[config.mk]
export PLATFORM = sky130hd
export DESIGN_NAME = otp_ctrl
export DESIGN_NICKNAME = d
export VERILOG_FILES = /design/src/rtl/otp_pkg.sv /design/src/rtl/otp_pulse_timer.sv /design/src/rtl/otp_ctrl.sv
export SDC_FILE = /design/constraint.sdc
export NUM_CORES = 1
export LEC_CHECK = 0
export CAP_MARGIN = 20
export CORE_MARGIN = 10
export CORE_UTILIZATION = 42
export DETAILED_ROUTE_END_ITERATION = 8
export PLACE_DENSITY_LB_ADDON = 0.2
export SETUP_SLACK_MARGIN = 0.15
export SLEW_MARGIN = 15
export SYNTH_ARGS = -nofsm -noshare
export SYNTH_HDL_FRONTEND = slang
export SYNTH_SLANG_ARGS = --single-unit
[constraint.sdc]
create_clock -name clk -period 1.7 [get_ports clk]
set_input_delay 0.34 -clock clk [delete_from_list [all_inputs] [get_ports clk]]
set_output_delay 0.34 -clock clk [all_outputs]
set_load 0.005 [all_outputs]
[src/rtl/otp_pkg.sv]
// otp_pkg: shared definitions for the OTP sequencer.
//   - OTP geometry (128 x 8 macro) and the program unlock key.
//   - Sequencer state encoding, also exported on the debug state port.
//   - is_setup_state(): states in which the pulse timer is loaded.
package otp_pkg;

    localparam int OTP_DEPTH = 128;
    localparam int OTP_AW    = 7;
    localparam int OTP_DW    = 8;

    localparam logic [OTP_DW-1:0] OTP_KEY = 8'hA5;

    typedef enum logic [3:0] {
        LOAD_SETUP  = 4'd0,
        LOAD_STROBE = 4'd1,
        LOAD_REC    = 4'd2,
        IDLE        = 4'd3,
        RD_SETUP    = 4'd4,
        RD_STROBE   = 4'd5,
        RD_REC      = 4'd6,
        PG_SETUP    = 4'd7,
        PG_PULSE    = 4'd8,
        PG_HOLD     = 4'd9,
        REJECT      = 4'd10
    } otp_state_e;

    // The timer is armed in every SETUP state so that it counts the
    // following STROBE/PULSE phase.
    function automatic logic is_setup_state(input otp_state_e s);
        return (s == LOAD_SETUP) || (s == RD_SETUP) || (s == PG_SETUP);
    endfunction

endpackage

[src/rtl/otp_pulse_timer.sv]
// otp_pulse_timer: loadable down-counter used to time the rclk strobe
// and the pclk program pulse.
//   clk, rst_n  : clock, synchronous active-low reset
//   load        : load load_val into the counter this cycle
//   load_val    : phase length in cycles (>= 1)
//   tc          : high during the last cycle of the timed phase
//
// After a load with value N the counter shows N, N-1, ..., 1 in the
// next N cycles; tc marks the cycle where it shows 1. It then rests at 0.
module otp_pulse_timer #(
    parameter int W = 4
) (
    input  logic         clk,
    input  logic         rst_n,
    input  logic         load,
    input  logic [W-1:0] load_val,
    output logic         tc
);

    logic [W-1:0] cnt_q;
    logic [W-1:0] cnt_d;

    always_comb begin
        cnt_d = cnt_q;
        if (load) begin
            cnt_d = load_val;
        end else if (cnt_q != '0) begin
            cnt_d = cnt_q - 1'b1;
        end
    end

    always_ff @(posedge clk) begin
        if (!rst_n) begin
            cnt_q <= '0;
        end else begin
            cnt_q <= cnt_d;
        end
    end

    assign tc = (cnt_q == W'(1));

endmodule

[src/rtl/otp_ctrl.sv]
// otp_ctrl: single-clock sequencer in front of the 128x8 OTP macro.
// After reset it reads OTP bytes 0..LOAD_BYTES-1 and streams them to the
// trim-register bank (ld_*), then serves host read/program requests.
//
// Ports:
//   clk, rst_n                 clock, synchronous active-low reset
//   host_req/wr/addr/wdata/key request (level), captured in IDLE only
//   host_ack/rdata/err         one-cycle completion, read data, key error
//   busy                       sequencer not in IDLE
//   load_done                  sticky, auto-load finished
//   ld_vld/ld_addr/ld_data     one pulse per auto-loaded byte
//   otp_cs_en/wrong/pclk/rclk  OTP control pins (registered)
//   otp_addr/otp_din           OTP address and program data (registered)
//   otp_dout                   OTP read data
//   dbg_state                  current sequencer state
//
// Host handshake: host_req is a level sampled only while IDLE (and only
// once load_done is set). The request is accepted on that edge and all
// request fields are captured then. host_ack pulses for exactly one cycle
// when the transaction completes; the sequencer is IDLE again the next
// cycle, so a requester that wants a single transaction drops host_req in
// the ack cycle, and one that keeps it high starts the next transaction.
//
// All pin outputs are registered from the next state, so each pin is
// glitch-free and changes exactly at the state boundary. otp_wrong is the
// inverse of otp_cs_en by construction.
module otp_ctrl
    import otp_pkg::*;
#(
    parameter int LOAD_BYTES = 128,
    parameter int RD_WAIT    = 4,
    parameter int PGM_PULSE  = 8
) (
    input  logic              clk,
    input  logic              rst_n,
    input  logic              host_req,
    input  logic              host_wr,
    input  logic [OTP_AW-1:0] host_addr,
    input  logic [OTP_DW-1:0] host_wdata,
    input  logic [OTP_DW-1:0] host_key,
    output logic              host_ack,
    output logic [OTP_DW-1:0] host_rdata,
    output logic              host_err,
    output logic              busy,
    output logic              load_done,
    output logic              ld_vld,
    output logic [OTP_AW-1:0] ld_addr,
    output logic [OTP_DW-1:0] ld_data,
    output logic              otp_cs_en,
    output logic              otp_wrong,
    output logic              otp_pclk,
    output logic              otp_rclk,
    output logic [OTP_AW-1:0] otp_addr,
    output logic [OTP_DW-1:0] otp_din,
    input  logic [OTP_DW-1:0] otp_dout,
    output otp_state_e        dbg_state
);

    localparam int TMAX = (RD_WAIT > PGM_PULSE) ? RD_WAIT : PGM_PULSE;
    localparam int TW   = $clog2(TMAX + 1);
    localparam logic [OTP_AW-1:0] LAST_PTR = OTP_AW'(LOAD_BYTES - 1);

    otp_state_e state_q, state_d;

    logic [OTP_AW-1:0] ld_ptr_q, ld_ptr_d;
    logic              load_done_q, load_done_d;
    logic [OTP_AW-1:0] ld_addr_q, ld_addr_d;
    logic [OTP_DW-1:0] ld_data_q, ld_data_d;
    logic              ld_vld_q, ld_vld_d;
    logic [OTP_DW-1:0] host_rdata_q, host_rdata_d;
    logic              host_ack_q, host_ack_d;
    logic              host_err_q, host_err_d;
    logic              busy_q, busy_d;
    logic              otp_cs_en_q, otp_cs_en_d;
    logic              otp_pclk_q, otp_pclk_d;
    logic              otp_rclk_q, otp_rclk_d;
    logic [OTP_AW-1:0] otp_addr_q, otp_addr_d;
    logic [OTP_DW-1:0] otp_din_q, otp_din_d;

    logic          tmr_load;
    logic [TW-1:0] tmr_val;
    logic          tmr_tc;

    assign tmr_load = is_setup_state(state_q);
    assign tmr_val  = (state_q == PG_SETUP) ? TW'(PGM_PULSE) : TW'(RD_WAIT);

    otp_pulse_timer #(
        .W (TW)
    ) u_timer (
        .clk      (clk),
        .rst_n    (rst_n),
        .load     (tmr_load),
        .load_val (tmr_val),
        .tc       (tmr_tc)
    );

    // Next-state and datapath updates.
    always_comb begin
        state_d      = state_q;
        ld_ptr_d     = ld_ptr_q;
        load_done_d  = load_done_q;
        ld_addr_d    = ld_addr_q;
        ld_data_d    = ld_data_q;
        host_rdata_d = host_rdata_q;
        otp_addr_d   = otp_addr_q;
        otp_din_d    = otp_din_q;

        case (state_q)
            LOAD_SETUP: begin
                state_d = LOAD_STROBE;
            end
            LOAD_STROBE: begin
                if (tmr_tc) begin
                    // dout has settled for RD_WAIT cycles of rclk high.
                    state_d   = LOAD_REC;
                    ld_data_d = otp_dout;
                    ld_addr_d = ld_ptr_q;
                end
            end
            LOAD_REC: begin
                if (ld_ptr_q == LAST_PTR) begin
                    state_d     = IDLE;
                    load_done_d = 1'b1;
                end else begin
                    state_d    = LOAD_SETUP;
                    ld_ptr_d   = ld_ptr_q + 1'b1;
                    otp_addr_d = ld_ptr_q + 1'b1;
                end
            end
            IDLE: begin
                if (host_req && load_done_q) begin
                    if (!host_wr) begin
                        state_d    = RD_SETUP;
                        otp_addr_d = host_addr;
                    end else if (host_key == OTP_KEY) begin
                        state_d    = PG_SETUP;
                        otp_addr_d = host_addr;
                        otp_din_d  = host_wdata;
                    end else begin
                        // Bad key: answer without touching any OTP pin.
                        state_d = REJECT;
                    end
                end
            end
            RD_SETUP: begin
                state_d = RD_STROBE;
            end
            RD_STROBE: begin
                if (tmr_tc) begin
                    state_d      = RD_REC;
                    host_rdata_d = otp_dout;
                end
            end
            RD_REC: begin
                state_d = IDLE;
            end
            PG_SETUP: begin
                state_d = PG_PULSE;
            end
            PG_PULSE: begin
                if (tmr_tc) begin
                    state_d = PG_HOLD;
                end
            end
            PG_HOLD: begin
                state_d = IDLE;
            end
            REJECT: begin
                state_d = IDLE;
            end
            default: begin
                state_d = IDLE;
            end
        endcase
    end

    // Pin and handshake values for the state being entered.
    always_comb begin
        otp_cs_en_d = 1'b0;
        otp_pclk_d  = 1'b0;
        otp_rclk_d  = 1'b0;
        ld_vld_d    = 1'b0;
        host_ack_d  = 1'b0;
        host_err_d  = 1'b0;
        busy_d      = (state_d != IDLE);

        case (state_d)
            LOAD_SETUP, RD_SETUP, PG_SETUP: begin
                otp_cs_en_d = 1'b1;
            end
            LOAD_STROBE, RD_STROBE: begin
                otp_cs_en_d = 1'b1;
                otp_rclk_d  = 1'b1;
            end
            PG_PULSE: begin
                otp_cs_en_d = 1'b1;
                otp_pclk_d  = 1'b1;
            end
            PG_HOLD: begin
                // Chip select stays up one cycle past the pulse so that
                // addr/din are held across the pclk falling edge.
                otp_cs_en_d = 1'b1;
                host_ack_d  = 1'b1;
            end
            LOAD_REC: begin
                ld_vld_d = 1'b1;
            end
            RD_REC: begin
                host_ack_d = 1'b1;
            end
            REJECT: begin
                host_ack_d = 1'b1;
                host_err_d = 1'b1;
            end
            default: begin
            end
        endcase
    end

    always_ff @(posedge clk) begin
        if (!rst_n) begin
            state_q      <= LOAD_SETUP;
            ld_ptr_q     <= '0;
            load_done_q  <= 1'b0;
            ld_addr_q    <= '0;
            ld_data_q    <= '0;
            ld_vld_q     <= 1'b0;
            host_rdata_q <= '0;
            host_ack_q   <= 1'b0;
            host_err_q   <= 1'b0;
            busy_q       <= 1'b1;
            otp_cs_en_q  <= 1'b0;
            otp_pclk_q   <= 1'b0;
            otp_rclk_q   <= 1'b0;
            otp_addr_q   <= '0;
            otp_din_q    <= '0;
        end else begin
            state_q      <= state_d;
            ld_ptr_q     <= ld_ptr_d;
            load_done_q  <= load_done_d;
            ld_addr_q    <= ld_addr_d;
            ld_data_q    <= ld_data_d;
            ld_vld_q     <= ld_vld_d;
            host_rdata_q <= host_rdata_d;
            host_ack_q   <= host_ack_d;
            host_err_q   <= host_err_d;
            busy_q       <= busy_d;
            otp_cs_en_q  <= otp_cs_en_d;
            otp_pclk_q   <= otp_pclk_d;
            otp_rclk_q   <= otp_rclk_d;
            otp_addr_q   <= otp_addr_d;
            otp_din_q    <= otp_din_d;
        end
    end

    assign host_ack   = host_ack_q;
    assign host_rdata = host_rdata_q;
    assign host_err   = host_err_q;
    assign busy       = busy_q;
    assign load_done  = load_done_q;
    assign ld_vld     = ld_vld_q;
    assign ld_addr    = ld_addr_q;
    assign ld_data    = ld_data_q;
    assign otp_cs_en  = otp_cs_en_q;
    assign otp_wrong  = ~otp_cs_en_q;
    assign otp_pclk   = otp_pclk_q;
    assign otp_rclk   = otp_rclk_q;
    assign otp_addr   = otp_addr_q;
    assign otp_din    = otp_din_q;
    assign dbg_state  = state_q;

endmodule

* After elaboration in Yosys (flattened, before gate mapping)
Cells that the tools add are included.
** Word-level totals
- Bits in read-only memories :: 0
- RAM bits :: 0
- Logic and storage cells :: 82
- Memories kept :: 0
- Latch bits :: 0
- Register bits after elaboration :: 61
- Output and inout port bits :: 51
- Input bits :: 35
** Operators by class
- Add/subtract/negate cells :: 2
- Bitwise operators :: 2
- Order comparisons :: 0
- Div/mod/pow operators :: 0
- Mux-type cells :: 22
- $mul :: 0
- Reductions and logical operators :: 17
- Equality and inequality tests :: 23
- Shifts and indexed selects :: 0
** Operator list (number)
- $mux 4 :: 9
- $pmux 4 s8 :: 1
- $eq 4x3->1 const B :: 7
- $mux 7 :: 4
- $eq 4x4->1 const B :: 4
- $pmux 7 s2 :: 1
- $eq 4x1->1 const B :: 3
- $eq 4x2->1 const B :: 3
- $eq 8x8->1 const B :: 1
- $logic_not 4->1 :: 2
- $reduce_and 2->1 :: 4
- $reduce_and 4->1 :: 2
- $add 7x1->7 const B :: 1
- $eq 7x7->1 const B :: 1
- $reduce_or 7->1 :: 1
- $mux 1 :: 6
- $ne 2x2->1 const B :: 2
- $ne 4x2->1 const B :: 1
- $reduce_bool 2->1 :: 2
- $reduce_bool 4->1 :: 1
- $sub 4x1->4 const B :: 1
- $ne 3x3->1 const B :: 1
- $reduce_or 3->1 :: 1
- $logic_or 1x1->1 :: 2
- 4 further kinds :: 5

* Depth between registers and ports, before layout
- Word-level depth :: 8
- Depth in mapped cells :: 8
- Mapped depth without buffers :: 7

* Cells and area by module
From an unflattened synthesis, not the netlist that was laid out.
** Unflattened totals
- Cells, all modules :: 319
- Area total of the unflattened synthesis :: 2752.6 sq um
** Modules (own cells, without submodules)
- otp_ctrl :: seq. area each 1141.1 sq um, times used 1, cells each 292, area an instance 2501.1 sq um
- otp_pulse_timer :: seq. area each 80.1 sq um, times used 1, cells each 27, area an instance 251.5 sq um

* Worst setup path before layout
Ideal clock, no wire load.
- Path kind :: register -> register
- Start point :: reg state_q[0] (netlist: dbg_state[0])
- End point :: reg ld_ptr_q[2]
- Clock period less this slack :: 1945 ps
- Setup slack :: -245 ps
- Stages on the path, launching flop included :: 7
- Arrival :: 1875 ps
- Library setup time :: 70 ps
- Path buffers :: 2
- Required time :: 1630 ps
- Cell sequence :: dfxtp_1 buf_6 or2_4 a2111o_1 buf_6 or4_1 a21oi_1
** Between the ends
- Cells in the longest elaborated chain, start to end :: 2
** RTL lines
- start, declared :: RTL line otp_ctrl.sv:63 : otp_state_e state_q, state_d;
- start signal, assigned :: RTL line otp_ctrl.sv:238 : state_q <= state_d;
- $eq 4x2->1 :: RTL line otp_ctrl.sv:108 : case (state_q)
- $reduce_and 2->1 (no source line)
- end signal, assigned :: RTL line otp_ctrl.sv:239 : ld_ptr_q <= ld_ptr_d;
- end, declared :: RTL line otp_ctrl.sv:65 : logic [OTP_AW-1:0] ld_ptr_q, ld_ptr_d;
No other way between the ends.
A chain may end at the register's enable or synchronous reset.

* Worst setup path after layout
- Start point :: reg state_q[1] (netlist: dbg_state[1])
- End point :: reg otp_addr_q[1] (netlist: otp_addr[1])
** Between the ends
- Cells in the longest elaborated chain, start to end :: 3
- Elaborated cells on any way between the ends :: 8
- Classes of those cells :: 5 x eq/ne; 1 x mux; 2 x reduce/logical
** RTL lines
- $eq 4x2->1 :: RTL line otp_ctrl.sv:108
- $ne 3x3->1 (no source line) (tied with other cells)
- $reduce_and 4->1 (no source line)
- end signal, assigned :: RTL line otp_ctrl.sv:251 : otp_addr_q <= otp_addr_d;
- end, declared :: RTL line otp_ctrl.sv:77 : logic [OTP_AW-1:0] otp_addr_q, otp_addr_d;
Parallel ways exist; a longest one is shown, timed or not.

==> metrics.md <==
| Metric | Value |
|---|---|
| Relative slew slack | `70.8%` |
| Antenna Nets Post-Route | `0` |
| Number of synthesized flops with an enable pin | `0` |
| Hold endpoint | `ld_data[5]` |
| Layout cell share with drive strength beyond 1 | `41.6%` |
| Ys async rst share | `0%` |
| Via/cell ratio | `5.77` |
| Clock Path Buffers | `2` |
| Top-count cell post-synth | `dfxtp_1` |
| Drt total wl | `11400 um` |
| DRT iter0 DRCs | `192` |
| Clock Latency Late Sink | `0.34 ns` |
| Status | `finished, violations left` |
| Pins Over Slew Limit | `0` |
| Final nets | `514` |
| RSZ-0062 raised after global routing | `true` |
| Critical path required time | `1.95 ns` |
| Final Hold Viols | `0` |
| Die width | `100 um` |
| CP endpoint kind | `flip-flop` |
| Number of port buffers | `85` |
| Commonest cells post-synth | `dfxtp_1 (61), nand2_1 (60), a21oi_1 (31)` |
| Pre-antenna DRT Iters | `5` |
| HPWL after DPL | `6320 um` |
| Top-area cell type share of the netlist area | `45.1%` |
| Ranking of synthesized cells by area | `dfxtp_1 (45%), nand2_1 (8.3%), a21oi_1 (5.7%)` |
| First-pass GRT wire length | `15300 um` |
| PwrDens | `823 nW/um2` |
| Final Total Pwr | `4200 uW` |
| Avg WL per Cell | `20.5 um` |
| Crit path DAT | `2.31 ns` |
| IO Pins | `86` |
| Layout Skew | `0.0160 ns` |
| Htree depth | `3` |
| Critical path class | `flip-flop to flip-flop` |
| Clock Sinks | `61` |
| Most used DFF post-synth | `dfxtp_1` |
| # DRC | `0` |
| Post-Syn Instances | `325` |
| Vias in the first global route | `3042` |
| Die ar. | `10100 um2` |
| Worst-margin pin slew | `0.437 ns` |
| Core Region | `6310 um2` |
| Netlist cell types | `47` |
| Initial Util | `42.9%` |
| Worst Hold Class | `flip-flop to flip-flop` |
| CTS root buf | `clkbuf_8` |
| Failing checks | `negative setup slack` |
| Antenna fix cells | `0` |
| Reg2reg end | `otp_addr[1]` |
| Rows | `29` |
| Max rail drop VDD | `1.05 mV` |
| CTS tree | `yes` |
| F_max | `0.485 GHz` |
| CTS Hold Bufs | `0` |
| Synthesized Nets | `364` |
| Largest net degree at the start of global routing | `18` |
| Type of origin of the critical path | `flip-flop` |
| Mean Syn Cell Area | `8.33 um2` |
| Mapped Area | `2710 um2` |
| Cts bufs inserted | `9` |
| Leakage | `0.00252 uW` |
| Period minus WS final | `2.06 ns` |
| Hold Crit Start | `ld_data[5]` |
| Overall routing resource usage | `18.5%` |
| Post-place setup slack | `-0.557 ns` |
| R2R depth | `7` |
| Worst setup slack after layout | `-0.360 ns` |
| Seq/Total Area, Yosys | `45.1%` |
| Hold Path Depth | `2` |
| MaxCap Viol Count | `0` |
| Reg2reg start | `dbg_state[1]` |
| RD Place Congestion | `0.877` |
| Area Overhead vs Synth | `88.5%` |
| Die H | `100 um` |
| Ys Warns | `0` |
| Worst-path clk slew | `0.07 ns` |
| Slack of the worst reg-to-reg path | `-0.36 ns` |
| Final setup vio count | `22` |
| Crit path max fanout | `6` |
| Via count | `3205` |
| Area leader, netlist | `dfxtp_1` |
| Fin crit share | `121%` |
| Synth Register Bits | `61` |
| Initial antenna violation count | `0` |
| Grt ovf | `0` |
==> cell type report <==
cell class / instances / area [um2]
Clock buffer: 12 / 145
Clock inverter: 2 / 35.0
Fill cell: 356 / 1210
Inverter: 8 / 30.0
Multi-Input combinational cell: 236 / 1960
Sequential cell: 61 / 1250
Tap cell: 77 / 96.3
Timing Repair Buffer: 159 / 1580
==> cell usage in the layout (no fill, tap or decap), types with 3 or more instances in the layout <==
cell	n
buf_4	53
clkdlybuf4s50_1	45
dfxtp_1	41
nand2_1	32
dlymetal6s2s_1	29
nor2_1	23
nand2_4	21
a21oi_2	21
buf_6	17
dfxtp_2	17
mux2i_1	13
o21ai_1	10
clkbuf_8	10
a21oi_1	9
nand2_2	7
dlygate4sd2_1	7
inv_1	6
xnor2_1	6
o21ai_0	6
nand3_1	5
nand4_1	4
nor2_4	4
a211oi_1	4
buf_12	4
clkdlybuf4s15_1	4
nand3_4	3
or4b_4	3
nor2_2	3
nor3_1	3
and3_1	3
or4_1	3
dfxtp_4	3
==> through the flow <==
step | utilization (%) | instance area (um2) | hold WS [ns] | instances | TNS (ns)
2_1_floorplan | - | 2760 | 0.445 | 325 | -1.55
3_3_place_gp | 63.3 | 4000 | 0.441 | 517 | -9.71
3_5_place_dp | 63.3 | 4000 | 0.450 | 517 | -11.27
4_1_cts | 74.1 | 4680 | 0.464 | 550 | -2.91
5_1_grt | 80.9 | 5100 | 0.466 | 555 | -6.09
6_report | 80.9 | 5100 | 0.451 | 555 | -4.84
==> critical path, stage by stage, from the launching register on <==
cell and delay, ns:
dfxtp_2 0.39, or4b_4 0.52, nor4_4 0.26, buf_4 0.20
a2111oi_4 0.04, buf_4 0.19, and3_4 0.19, a311oi_2 0.18
==> power breakdown <==
group,switching [uW],internal (uW)
sequential,67.5,1520
combinational,668,681
clock,560,700
==> timing repair <==
item                       4_1_cts  5_1_grt
pin swaps                       46       31
gates cloned                     3        0
buffers inserted                16        5
gates resized for setup         97      123
setup endpoints to repair       61       85
==> worst max-delay path by stage <==
stage                       startpoint           to  slack (ns)
after CTS                 dbg_state[0]  otp_addr[1]       -0.22
after detailed placement      host_req  ld_ptr_q[4]       -0.56
after floorplan           dbg_state[1]  ld_ptr_q[2]       -0.19
final                     dbg_state[1]  otp_addr[1]       -0.36
after global placement        host_req  ld_ptr_q[5]       -0.51
after global routing      dbg_state[1]  otp_addr[1]       -0.38
==> per-layer routing <==
layer	wire, um	part of all wire (%)	global-route usage, %	up-vias
li1	-	-	-	1448
met1	4400	39	20.4	1529
met2	5920	52	33.4	178
met3	689	6.1	4.95	50
met4	376	3.3	5.98	0
met5	0	0	0	-
==> cell families after synthesis <==
group / after synthesis / share of synthesized area [%]
buffers and inverters: 29 / 4.94
adder cells (fa/ha/maj): 4 / 1.85
AND/OR/NAND/NOR: 134 / 23.6
multiplexers: 13 / 4.80
XOR/XNOR: 8 / 2.59
flip-flops: 61 / 45.1
AO/OA/AOI/OAI: 76 / 17.1
==> registers in the layout (all words and copies together), names as in the netlist, 4 cells and up <==
signal         flops
ld_data            8
otp_addr           7
host_rdata         8
dbg_state          4
ld_ptr_q           7
ld_addr            7
otp_din            8
u_timer.cnt_q      4
(Power assumes the default switching activity.)
